### src/rtl/trng_pkg.sv
// Shared constants and types for the TRNG word collector.
package trng_pkg;

    localparam int TRNG_DATA_WIDTH = 32;
    localparam int TRNG_FIFO_DEPTH = 4;
    localparam int TRNG_RCT_LIMIT  = 64;

    // Von Neumann pair tracker: waiting for first bit, or holding it.
    typedef enum logic {
        PAIR_IDLE = 1'b0,
        PAIR_HAVE = 1'b1
    } pair_state_e;

endpackage

### src/rtl/trng_word_fifo.sv
// Show-ahead word FIFO with push, pop, flush and level output.
// The head word is always presented on rd_data; rd_valid means non-empty.
// A push into a full FIFO is refused (drop) unless a pop happens on the same edge.
module trng_word_fifo #(
    parameter int WIDTH = 32,
    parameter int DEPTH = 4
) (
    input  logic                     clk,
    input  logic                     rst_n,
    input  logic                     push,
    input  logic [WIDTH-1:0]         wr_data,
    input  logic                     pop,
    input  logic                     flush,
    output logic [WIDTH-1:0]         rd_data,
    output logic                     rd_valid,
    output logic [$clog2(DEPTH):0]   level,
    output logic                     drop
);

    localparam int PTR_W = $clog2(DEPTH);
    localparam int LVL_W = PTR_W + 1;

    logic [WIDTH-1:0] mem [DEPTH];
    logic [PTR_W-1:0] wr_ptr;
    logic [PTR_W-1:0] rd_ptr;
    logic [LVL_W-1:0] count;
    logic             full;
    logic             empty;
    logic             do_push;
    logic             do_pop;

    assign empty   = (count == '0);
    assign full    = (count == LVL_W'(DEPTH));
    assign do_pop  = pop && !empty;
    // A pop on the same edge frees the slot, so a full FIFO still accepts.
    assign do_push = push && (!full || do_pop);
    assign drop    = push && full && !do_pop;

    assign rd_data  = mem[rd_ptr];
    assign rd_valid = !empty;
    assign level    = count;

    // Pointer and occupancy bookkeeping; flush empties the FIFO.
    always_ff @(posedge clk or negedge rst_n) begin
        // NOTE: sequential state uses non-blocking assignments so every register samples pre-edge values.
        if (!rst_n) begin
            wr_ptr <= '0;
            rd_ptr <= '0;
            count  <= '0;
        end else if (flush) begin
            wr_ptr <= '0;
            rd_ptr <= '0;
            count  <= '0;
        end else begin
            if (do_push) wr_ptr <= wr_ptr + PTR_W'(1);
            if (do_pop)  rd_ptr <= rd_ptr + PTR_W'(1);
            case ({do_push, do_pop})
                2'b10:   count <= count + LVL_W'(1);
                2'b01:   count <= count - LVL_W'(1);
                default: count <= count;
            endcase
        end
    end

    // Word storage; cleared on reset and flush so stale entropy never reappears.
    always_ff @(posedge clk or negedge rst_n) begin
        // NOTE: the storage is small and must read 0 after reset, so it is reset explicitly rather than left to a RAM macro.
        if (!rst_n) begin
            for (int i = 0; i < DEPTH; i++) mem[i] <= '0;
        end else if (flush) begin
            for (int i = 0; i < DEPTH; i++) mem[i] <= '0;
        end else if (do_push) begin
            mem[wr_ptr] <= wr_data;
        end
    end

endmodule

### src/rtl/trng_word_collector.sv
// TRNG entropy conditioning and word buffering ahead of the register slave.
// Raw bits pass a repetition-count health test, optional von Neumann
// debiasing (define TRNG_VN_DEBIAS_EN), are packed MSB-first into words and
// buffered in a show-ahead FIFO popped by the register slave.
module trng_word_collector
    import trng_pkg::*;
#(
    parameter int DATA_WIDTH = TRNG_DATA_WIDTH,
    parameter int FIFO_DEPTH = TRNG_FIFO_DEPTH,
    parameter int RCT_LIMIT  = TRNG_RCT_LIMIT
) (
    input  logic                          S_AXI_ACLK,
    input  logic                          S_AXI_ARESETN,
    input  logic                          enable,
    input  logic                          raw_valid,
    input  logic                          raw_bit,
    input  logic                          rd_en,
    output logic [DATA_WIDTH-1:0]         rd_data,
    output logic                          rd_valid,
    output logic [$clog2(FIFO_DEPTH):0]   fifo_level,
    output logic                          overflow,
    output logic                          health_fail,
    input  logic                          status_clr
);

    localparam int CNT_W = $clog2(DATA_WIDTH);
    localparam int RCT_W = $clog2(RCT_LIMIT + 1);

    logic                  accept;
    logic [RCT_W-1:0]      rct_cnt;
    logic [RCT_W-1:0]      rct_base;
    logic [RCT_W-1:0]      rct_next;
    logic                  last_bit;
    logic                  rct_trip;
    logic                  cond_valid;
    logic                  cond_bit;
    logic [DATA_WIDTH-1:0] shift_reg;
    logic [CNT_W-1:0]      bit_cnt;
    logic                  word_done;
    logic                  fifo_push;
    logic [DATA_WIDTH-1:0] push_word;
    logic                  fifo_drop;

    // Once the health test trips, the source is distrusted until software clears it.
    assign accept = raw_valid && enable && !health_fail;

    // ------------------------------------------------------------------
    // Repetition-count health test on raw accepted bits
    // ------------------------------------------------------------------

    // Next repetition count; a same-cycle clear restarts the run from this bit.
    always_comb begin
        // NOTE: every combinational output gets a default first so no path infers a latch.
        rct_base = status_clr ? '0 : rct_cnt;
        rct_next = RCT_W'(1);
        if (rct_base != '0 && raw_bit == last_bit) begin
            if (rct_base == RCT_W'(RCT_LIMIT)) rct_next = rct_base;
            else                               rct_next = rct_base + RCT_W'(1);
        end
    end

    assign rct_trip = accept && (rct_next == RCT_W'(RCT_LIMIT));

    // Repetition counter and last raw bit seen.
    always_ff @(posedge S_AXI_ACLK or negedge S_AXI_ARESETN) begin
        if (!S_AXI_ARESETN) begin
            rct_cnt  <= '0;
            last_bit <= 1'b0;
        end else if (accept) begin
            rct_cnt  <= rct_next;
            last_bit <= raw_bit;
        end else if (status_clr) begin
            rct_cnt  <= '0;
        end
    end

    // Sticky status flags; a set on the same edge beats a clear.
    always_ff @(posedge S_AXI_ACLK or negedge S_AXI_ARESETN) begin
        if (!S_AXI_ARESETN) begin
            health_fail <= 1'b0;
            overflow    <= 1'b0;
        end else begin
            if (rct_trip)        health_fail <= 1'b1;
            else if (status_clr) health_fail <= 1'b0;
            if (fifo_drop)       overflow    <= 1'b1;
            else if (status_clr) overflow    <= 1'b0;
        end
    end

    // ------------------------------------------------------------------
    // Conditioning
    // ------------------------------------------------------------------
`ifdef TRNG_VN_DEBIAS_EN
    pair_state_e state;
    pair_state_e state_next;
    logic        pair_bit;

    // Pair state register, plus the first bit of the pending pair.
    always_ff @(posedge S_AXI_ACLK or negedge S_AXI_ARESETN) begin
        if (!S_AXI_ARESETN) begin
            state    <= PAIR_IDLE;
            pair_bit <= 1'b0;
        end else begin
            state <= state_next;
            if (accept && state == PAIR_IDLE) pair_bit <= raw_bit;
        end
    end

    // Next pair state; disabling or a health trip discards a pending pair.
    always_comb begin
        state_next = state;
        if (!enable || rct_trip) begin
            state_next = PAIR_IDLE;
        end else if (accept) begin
            case (state)
                PAIR_IDLE: state_next = PAIR_HAVE;
                PAIR_HAVE: state_next = PAIR_IDLE;
                default:   state_next = PAIR_IDLE;
            endcase
        end
    end

    // Emit the first bit of a differing pair (10 -> 1, 01 -> 0).
    always_comb begin
        cond_valid = 1'b0;
        cond_bit   = pair_bit;
        if (accept && state == PAIR_HAVE && raw_bit != pair_bit) cond_valid = 1'b1;
    end
`else
    assign cond_valid = accept;
    assign cond_bit   = raw_bit;
`endif

    // ------------------------------------------------------------------
    // Word assembly
    // ------------------------------------------------------------------
    assign push_word = {shift_reg[DATA_WIDTH-2:0], cond_bit};
    assign word_done = cond_valid && (bit_cnt == CNT_W'(DATA_WIDTH - 1));
    assign fifo_push = word_done && !rct_trip;

    // Shift conditioned bits in at the LSB; the counter wraps after each word.
    always_ff @(posedge S_AXI_ACLK or negedge S_AXI_ARESETN) begin
        if (!S_AXI_ARESETN) begin
            shift_reg <= '0;
            bit_cnt   <= '0;
        end else if (!enable || rct_trip) begin
            shift_reg <= '0;
            bit_cnt   <= '0;
        end else if (cond_valid) begin
            shift_reg <= push_word;
            bit_cnt   <= word_done ? '0 : bit_cnt + CNT_W'(1);
        end
    end

    trng_word_fifo #(
        .WIDTH (DATA_WIDTH),
        .DEPTH (FIFO_DEPTH)
    ) u_fifo (
        .clk      (S_AXI_ACLK),
        .rst_n    (S_AXI_ARESETN),
        .push     (fifo_push),
        .wr_data  (push_word),
        .pop      (rd_en),
        .flush    (rct_trip),
        .rd_data  (rd_data),
        .rd_valid (rd_valid),
        .level    (fifo_level),
        .drop     (fifo_drop)
    );

endmodule

### config.mk
export PLATFORM = sky130hd
export DESIGN_NAME = trng_word_collector
export DESIGN_NICKNAME = d
export VERILOG_FILES = /design/src/rtl/trng_pkg.sv /design/src/rtl/trng_word_fifo.sv /design/src/rtl/trng_word_collector.sv
export SDC_FILE = /design/constraint.sdc
export NUM_CORES = 1
export LEC_CHECK = 0
export CORE_MARGIN = 3
export CORE_UTILIZATION = 30
export DETAILED_ROUTE_END_ITERATION = 8
export GPL_ROUTABILITY_DRIVEN = 0
export SYNTH_ARGS = -nofsm -noshare
export SYNTH_HDL_FRONTEND = slang
export SYNTH_SLANG_ARGS = --single-unit
### constraint.sdc
create_clock -name S_AXI_ACLK -period 8.45 [get_ports S_AXI_ACLK]
set_clock_uncertainty 0.15 [all_clocks]
set_input_delay 1.69 -clock S_AXI_ACLK [delete_from_list [all_inputs] [get_ports S_AXI_ACLK]]
set_output_delay 1.69 -clock S_AXI_ACLK [all_outputs]
set_load 0.02 [all_outputs]
==> results.md, run 1 <==
* Fin crit share at 0.595
* Skew-Pair Late Insertion Delay at 440 ps
* Synthesis-stage register bit count at 181
* Dominant cells by area after synthesis: dfrtp_1 52%, a21oi_1 9.3%, nand2_1 9.3%
* Relative slew slack at 0.305
* Slew Limit Fails at 0
* All-Layer GR Usage at 0.148
* Most common cell on crit path: buf_4
* Post-route ant nets at 0
* Arrival @ worst endpoint at 5150 ps
* # rows at 61
* Status: complete, no violations
* Post-CTS setup repair buffer count at 0
* Final core occ at 0.353
* Yosys top cell area share at 0.524
* Num CTS Buffers at 17
* Pleak at 0.00400 uW
* Placement Cell Area at 0.00935 mm^2
* Number of max-cap violations at 0
* Critical-path cell list: clkdlybuf4s50_1 > inv_1 > nand2_1 > ha_1 > nor3_1 > nand3_1 > nor4_4 > buf_4 > buf_4 > a21oi_1
* Post-synth EDFFs at 0
* Die W at 176 um
* Buffers on Ports at 44
* Maximum root-to-sink buffer count at 2
* Post-DP HPWL at 12,200 um
* Max FFs per register at 128
* First-pass GRT wire length at 37,000 um
* Vias at 6,664
* Net count, final at 915
* Clock Sinks at 181
* Dpl ws at 3000 ps
* DR iter-0 viols at 539
* DRC at 0
* Top delay family on crit path: buffers and inverters
* Post-route cell area at 0.00992 mm^2
* Synth area leader: dfrtp_1
* Number of gates resized after CTS at 0
* Crit end category: flip-flop
* TritonCTS clock tree: yes
* Worst setup SP type: input pin
* Initial antenna violation count at 0
* Vias in the first global route at 6,790
* Sequential share of the synthesized area at 0.524
* Most frequent cells in the layout: 214 x nand2_1, 180 x dfrtp_1, 161 x a21oi_1
* Worst path max stage delay at 850 ps
* Critical path's slowest cell: buf_4
* Flop-to-flop setup slack at 4570 ps
* DRT Pass-1 Iters at 5
* RSZ-0062 raised after global routing: no
* Antenna diodes at 0
* Vias per inst at 5.16
* Post-CTS Hold Buffers at 0
* Largest net degree at the start of global routing at 112
* Endpoints failing setup at 0
* Hold Slack at 365 ps
* Avg Inst Size Synth at 9.56 um^2
* CTS Root Cell: clkbuf_16
* Most common cell after layout, fill and taps aside: nand2_1
* Min Clock Period, post-route at 5030 ps
* Worst path required time at 8570 ps
* WL/cell at 17.1 um
* Top_reg_cell synth: dfrtp_1
* PD cells at 199 mW/mm^2
* Area delta synth->final at 14.8%
* Yosys cell types at 48
* CP Class: in2reg
* Initial core utilization at 0.308
* Worst vdd ir at 0.148 mV
* Final hold violations at 0
* Min-delay worst type: reg2reg
* Post-synth ARST share at 1.00
* I/O Pins at 45
* Peak fanout along the critical path at 90
* Measured slew at the worst slew-check pin at 1040 ps
* Synthesized cell area at 0.00864 mm^2
* Setup_tns at 0 ps
* Die area at 0.0309 mm^2
* # fillers at 2,939
* Fmax at 199 MHz
* Syn nets at 919
* Share of post-route cells with drive strength above 1 at 0.112
* Die Y-Extent at 176 um
* CP Buf/Inv Count at 4
* Syn. warnings at 0
* Post-Synthesis Cells at 904
* CTS clock-pin slew for the worst setup and hold paths at 70 ps
* Final wirelength at 22,100 um
* Total gr overflow at 0
* Core Region at 0.0281 mm^2
* Post-route setup slack at 3420 ps
* H-tree Lvls at 4
## final timing paths
check | depth (start not counted) | end | start
worst max-delay path | 10 | u_fifo.mem[94]$_DFFE_PN0P_ | status_clr
worst min-delay path | 2 | last_bit$_DFFE_PN0P_ | last_bit$_DFFE_PN0P_
worst max register to register | 9 | u_fifo.mem[100]$_DFFE_PN0P_ | bit_cnt[0]$_DFFE_PN0P_
min in group asynchronous | 1 | u_fifo.mem[71]$_DFFE_PN0P_ | S_AXI_ARESETN
max in group asynchronous | 2 | u_fifo.mem[112]$_DFFE_PN0P_ | S_AXI_ARESETN
worst min register to register | 2 | last_bit$_DFFE_PN0P_ | last_bit$_DFFE_PN0P_
## worst min-delay path, delay by kind of cell (launching register included)
family,cells,cell delay (ps)
AND/OR/NAND/NOR,2,120
flip-flops,1,370
## area by class of cell
type	instances	area [um^2]	share of cell area
clock buffer	20	457	0.0460
inverter	5	18.8	0.00189
clock inverter	12	119	0.0120
tap	378	473	0.0477
multi-input combinational	637	3780	0.381
sequential	181	4530	0.457
timing repair buffer	58	547	0.0551
## report_power, final
part	internal, uW	switching [uW]
logic	111	176
clock network	427	360
registers	881	21.7
total	1420	557
## cells by family (layout without fill, tap and decap cells)
group                      Yosys count  after routing  synth area share
AOI/OAI and AO/OA                  196            196             0.127
xor gates and xnor gates             7              7           0.00709
adders and majority gates            8              8            0.0124
buffers and inverters               86             95            0.0428
DFF                                181            181             0.524
muxes                               35             35            0.0868
and+or+nand+nor                    391            391             0.200
## synth_stat cells (2+ instances only)
cell,number
nand2_1,214
dfrtp_1,181
a21oi_1,161
nand3_1,134
clkbuf_1,56
mux4_2,32
buf_2,14
nor2_1,13
a21oi_2,10
nor3_1,8
buf_1,7
ha_1,7
o21ai_0,7
inv_1,5
xor2_1,5
buf_6,4
nand2b_1,4
and2_1,3
mux2i_1,3
o31a_1,3
a31oi_1,2
and3_1,2
nand4_1,2
nor3b_1,2
xnor2_1,2
## through the flow
step	cells	power, uW
finish	1291	1980
global route	1291	2050
CTS	1291	2000
detailed placement	1259	1210
global placement	1259	1210
floorplan	904	1110
## per-layer routing
| metal | vias up | routed length (um) | track usage |
|---|---|---|---|
| met3 | 27 | 993 | 0.0259 |
| met2 | 142 | 10600 | 0.232 |
| met4 | 0 | 298 | 0.0439 |
| met1 | 3360 | 10200 | 0.212 |
| li1 | 3135 | - | - |
| met5 | - | 0 | 0 |
Note: power is estimated with default switching activity, not from simulation.
==> inputs of run 2 (changes only) <==
==> constraint.sdc (replaced) <==
create_clock -name S_AXI_ACLK -period 5.19 [get_ports S_AXI_ACLK]
set_clock_uncertainty 0.15 [all_clocks]
set_input_delay 1.038 -clock S_AXI_ACLK [delete_from_list [all_inputs] [get_ports S_AXI_ACLK]]
set_output_delay 1.038 -clock S_AXI_ACLK [all_outputs]
set_load 0.02 [all_outputs]
==> results.md, run 2 (synthesis results as in run 1) <==
* Status: complete, no violations
* Arrival @ worst endpoint at 2900 ps
* Post-CTS Hold Buffers at 0
* Worst path required time at 4000 ps
* Worst hold path depth at 2
* Post-DP HPWL at 12,300 um
* Vias at 6,682
* Fin crit share at 0.787
* Crit end category: output pin
* Area of the multi-input gates at 0.00378 mm^2
* # rows at 61
* Largest net degree at the start of global routing at 138
* H-tree Lvls at 4
* Hold Path End: last_bit$_DFFE_PN0P_
* DRC at 0
* Worst setup SP type: flip-flop
* Slew Limit Fails at 0
* Register area at 0.00453 mm^2
* Antenna diodes at 0
* Post-CTS setup repair buffer count at 0
* Die area at 0.0309 mm^2
* Initial core utilization at 0.308
* RR Startpoint: bit_cnt[1]$_DFFE_PN0P_
* Relative slew slack at 0.315
* Skew-Pair Late Insertion Delay at 440 ps
* CTS Root Cell: clkbuf_16
* Worst vdd ir at 0.242 mV
* Peak fanout along the critical path at 26
* Initial antenna violation count at 0
* TritonCTS clock tree: yes
* Vias per inst at 5.15
* Number of gates resized after CTS at 0
* Total gr overflow at 0
* Worst reg-to-reg path cell count at 9
* Final hold violations at 0
* Setup_tns at 0 ps
* Pleak at 0.00405 uW
* Net count, final at 921
* All-Layer GR Usage at 0.147
* Endpoints failing setup at 0
* Maximum root-to-sink buffer count at 2
* WL/cell at 17.1 um
* Die W at 176 um
* PD cells at 328 mW/mm^2
* Area delta synth->final at 15.9%
* Min Clock Period, post-route at 4080 ps
* Die Y-Extent at 176 um
* Min-delay worst type: reg2reg
* Final core occ at 0.357
* DRT Pass-1 Iters at 5
* Number of max-cap violations at 0
* R2R Path End: u_fifo.mem[91]$_DFFE_PN0P_
* Measured slew at the worst slew-check pin at 1030 ps
* Most frequent cells in the layout: 212 x nand2_1, 180 x dfrtp_1, 161 x a21oi_1
* Num CTS Buffers at 17
* Vias in the first global route at 6,604
* Most common cell after layout, fill and taps aside: nand2_1
* Clock Sinks at 181
* Fmax at 245 MHz
* First-pass GRT wire length at 36,700 um
* # fillers at 2,929
* Max FFs per register at 128
* Buffers on Ports at 44
* RSZ-0062 raised after global routing: no
* Final wirelength at 22,200 um
* CP Class: reg2out
* Core Region at 0.0281 mm^2
* Post-route ant nets at 0
* DR iter-0 viols at 635
* Share of post-route cells with drive strength above 1 at 0.120
* CTS clock-pin slew for the worst setup and hold paths at 70 ps
* I/O Pins at 45
* Flop-to-flop setup slack at 1820 ps
* Hold_sp: last_bit$_DFFE_PN0P_
-- run 2: worst max path at each step --
stage	end	cells after the start	slack, ps	startpoint
finish	rd_data[7]	3	1110	u_fifo.rd_ptr[0]$_DFFE_PN0P_
global route	rd_data[7]	3	930	u_fifo.rd_ptr[0]$_DFFE_PN0P_
CTS	rd_data[7]	3	1030	u_fifo.rd_ptr[0]$_DFFE_PN0P_
detailed placement	u_fifo.level[2]$_DFFE_PN0P_	13	850	status_clr
global placement	u_fifo.level[2]$_DFFE_PN0P_	13	960	status_clr
floorplan	u_fifo.level[2]$_DFFE_PN0P_	14	1440	status_clr
-- run 2: worst max-delay path, cell delays in order, from the launching register on --
cell and delay (ps):
dfrtp_2 1050, buf_4 320, mux4_2 530, clkdlybuf4s50_1 560
-- run 2: power by group --
part	internal, uW	total (uW)	leakage [uW]	switching, uW
Sequential	1430	1540	0.00251	102
Clock	776	1350	0.000297	573
Combinational	185	402	0.00124	216
Total	2400	3290	0.00405	891
-- run 2: layer usage --
metal	global-route usage	vias up	wire, um
met1	0.208	3355	10400
met4	0.0373	0	174
li1	-	3150	-
met2	0.230	162	10500
met3	0.0320	15	1100
met5	0	-	0
-- run 2: stage by stage --
step | hold slack [ps] | total power, uW | cells | cell area [um^2] | setup WS [ps]
floorplan | 316 | 1810 | 904 | 8640 | 1440
global placement | 340 | 1970 | 1265 | 9410 | 962
detailed placement | 344 | 1970 | 1265 | 9410 | 853
CTS | 359 | 3320 | 1297 | 10000 | 1030
global route | 392 | 3420 | 1297 | 10000 | 928
finish | 359 | 3290 | 1297 | 10000 | 1110
-- run 2: layout make-up --
cell class                      count  area share
Tap cell                          378      0.0472
Multi-Input combinational cell    637       0.377
Clock inverter                     14      0.0172
Clock buffer                       18      0.0438
Timing Repair Buffer               64      0.0603
Inverter                            5     0.00187
Sequential cell                   181       0.452
==> inputs of run 3 (changes only) <==
==> constraint.sdc (replaced) <==
create_clock -name S_AXI_ACLK -period 3.7 [get_ports S_AXI_ACLK]
set_clock_uncertainty 0.15 [all_clocks]
set_input_delay 0.74 -clock S_AXI_ACLK [delete_from_list [all_inputs] [get_ports S_AXI_ACLK]]
set_output_delay 0.74 -clock S_AXI_ACLK [all_outputs]
set_load 0.02 [all_outputs]
==> results.md, run 3 (synthesis results as in run 1) <==
* DRC at 0
* Post-DP HPWL at 13,200 um
* CP Depth at 3
* Most common cell after layout, fill and taps aside: nand2_1
* Die Y-Extent at 176 um
* All-Layer GR Usage at 0.149
* Most frequent cells in the layout: 214 x nand2_1, 180 x dfrtp_1, 161 x a21oi_1
* Status: complete, no violations
* WL/cell at 17.1 um
* Min-delay worst type: in2async
* First-pass GRT wire length at 37,200 um
* Final wirelength at 22,500 um
* Area delta synth->final at 17.4%
* Buffers on Ports at 44
* Critical-path cell list: buf_4 > mux4_2 > clkdlybuf4s50_1
* Total gr overflow at 0
* TritonCTS clock tree: yes
* CP Buf/Inv Count at 2
* Non-filler cells, final at 1,314
* Vias in the first global route at 6,829
* Relative slew slack at 0.427
* Pleak at 0.00413 uW
* CP Class: reg2out
* Vias per inst at 5.19
* Initial core utilization at 0.308
* Arrival @ worst endpoint at 2360 ps
* Num CTS Buffers at 17
* RSZ-0062 raised after global routing: no
* Worst setup SP type: flip-flop
* Hold Slack at 223 ps
* Maximum root-to-sink buffer count at 2
* Crit end category: output pin
* Initial antenna violation count at 0
* Setup_tns at 0 ps
* I/O Pins at 45
* Net count, final at 938
* Clock Sinks at 181
* Critical path's slowest cell: mux4_2
* # rows at 61
* PD cells at 447 mW/mm^2
* Largest net degree at the start of global routing at 132
* Die area at 0.0309 mm^2
* CTS clock-pin slew for the worst setup and hold paths at 70 ps
* Slew Limit Fails at 0
* Top delay family on crit path: buffers and inverters
* Skew-Pair Late Insertion Delay at 440 ps
* Post-route ant nets at 0
* Vias at 6,814
* Fin crit share at 0.879
* DR iter-0 viols at 584
* Placed Cells at 1,282
* Fmax at 308 MHz
* Final hold violations at 0
* Final core occ at 0.361
* DRT Pass-1 Iters at 5
* Post-CTS setup repair buffer count at 0
* Core Region at 0.0281 mm^2
* Share of post-route cells with drive strength above 1 at 0.131
* Measured slew at the worst slew-check pin at 860 ps
* Max FFs per register at 128
* Worst reg-to-reg path cell count at 9
* Post-CTS Hold Buffers at 0
* CTS Root Cell: clkbuf_16
* Worst path required time at 2810 ps
* Worst vdd ir at 0.343 mV
* Peak fanout along the critical path at 20
* H-tree Lvls at 4
* Worst path max stage delay at 610 ps
* Number of max-cap violations at 0
* Endpoints failing setup at 0
* Min Clock Period, post-route at 3250 ps
* Antenna diodes at 0
* Die W at 176 um
* Number of gates resized after CTS at 0
==> run 3: cell types whose count changed in the layout (fill, tap and decap cells not counted), moves of 2 or more <==
cell	previous run	this run
buf_12	1	4
buf_4	19	33
bufinv_16	3	0
clkinv_2	3	0
clkinv_4	2	4
clkinv_8	0	4
ha_1	5	7
ha_2	2	0
inv_8	0	2
nand2_1	212	214
nand2_2	2	0
==> run 3: worst paths after layout <==
check | startpoint | to | slack [ps]
worst max-delay path | u_fifo.rd_ptr[0]$_DFFE_PN0P_ | rd_data[29] | 450
worst min-delay path | S_AXI_ARESETN | u_fifo.level[1]$_DFFE_PN0P_ | 220
worst max register to register | rct_cnt[2]$_DFF_PN0_ | u_fifo.level[2]$_DFFE_PN0P_ | 680
worst min register to register | u_fifo.mem[35]$_DFFE_PN0P_ | u_fifo.mem[35]$_DFFE_PN0P_ | 370
max in group asynchronous | S_AXI_ARESETN | u_fifo.mem[7]$_DFFE_PN0P_ | 2330
min in group S_AXI_ACLK | u_fifo.mem[35]$_DFFE_PN0P_ | u_fifo.mem[35]$_DFFE_PN0P_ | 370
==> run 3: layer usage <==
metal | routed length, um | part of all wire | track usage
met1 | 10500 | 0.47 | 0.215
met2 | 10800 | 0.48 | 0.233
met3 | 1060 | 0.047 | 0.0292
met4 | 197 | 0.0088 | 0.0330
met5 | 0 | 0 | 0
==> run 3: stage by stage <==
| stage | setup slack (ps) | total power (uW) | instance area [um^2] |
|---|---|---|---|
| 6_report | 449 | 4530 | 10200 |
| 5_1_grt | 313 | 4730 | 10200 |
| 4_1_cts | 366 | 4580 | 10200 |
| 3_5_place_dp | 134 | 2790 | 9560 |
| 3_3_place_gp | 161 | 2780 | 9560 |
| 2_1_floorplan | 252 | 2530 | 8640 |
==> run 3: cell type report <==
| type | count | area (um^2) |
|---|---|---|
| fillers | 2875 | 17900 |
| clock inverters | 15 | 164 |
| inverters | 5 | 18.8 |
| flip-flops and latches | 181 | 4530 |
| well taps | 378 | 473 |
| clock buffers | 17 | 425 |
| multi-input cells | 637 | 3770 |
| repair buffers | 81 | 769 |
==> run 3: worst reg2reg max path: stages, from the launching register on <==
cell	delay, ps
dfrtp_1	470
or4_4	600
nor3b_1	170
nor3_2	260
nor4_4	60
o21ba_2	210
fa_1	420
o31a_1	310
o21a_1	160
a21oi_1	140
==> run 3: report_power, final <==
| part | switching [uW] | internal, uW | total, uW |
|---|---|---|---|
| logic | 408 | 274 | 683 |
| clock network | 887 | 902 | 1790 |
| registers | 49.4 | 2010 | 2060 |
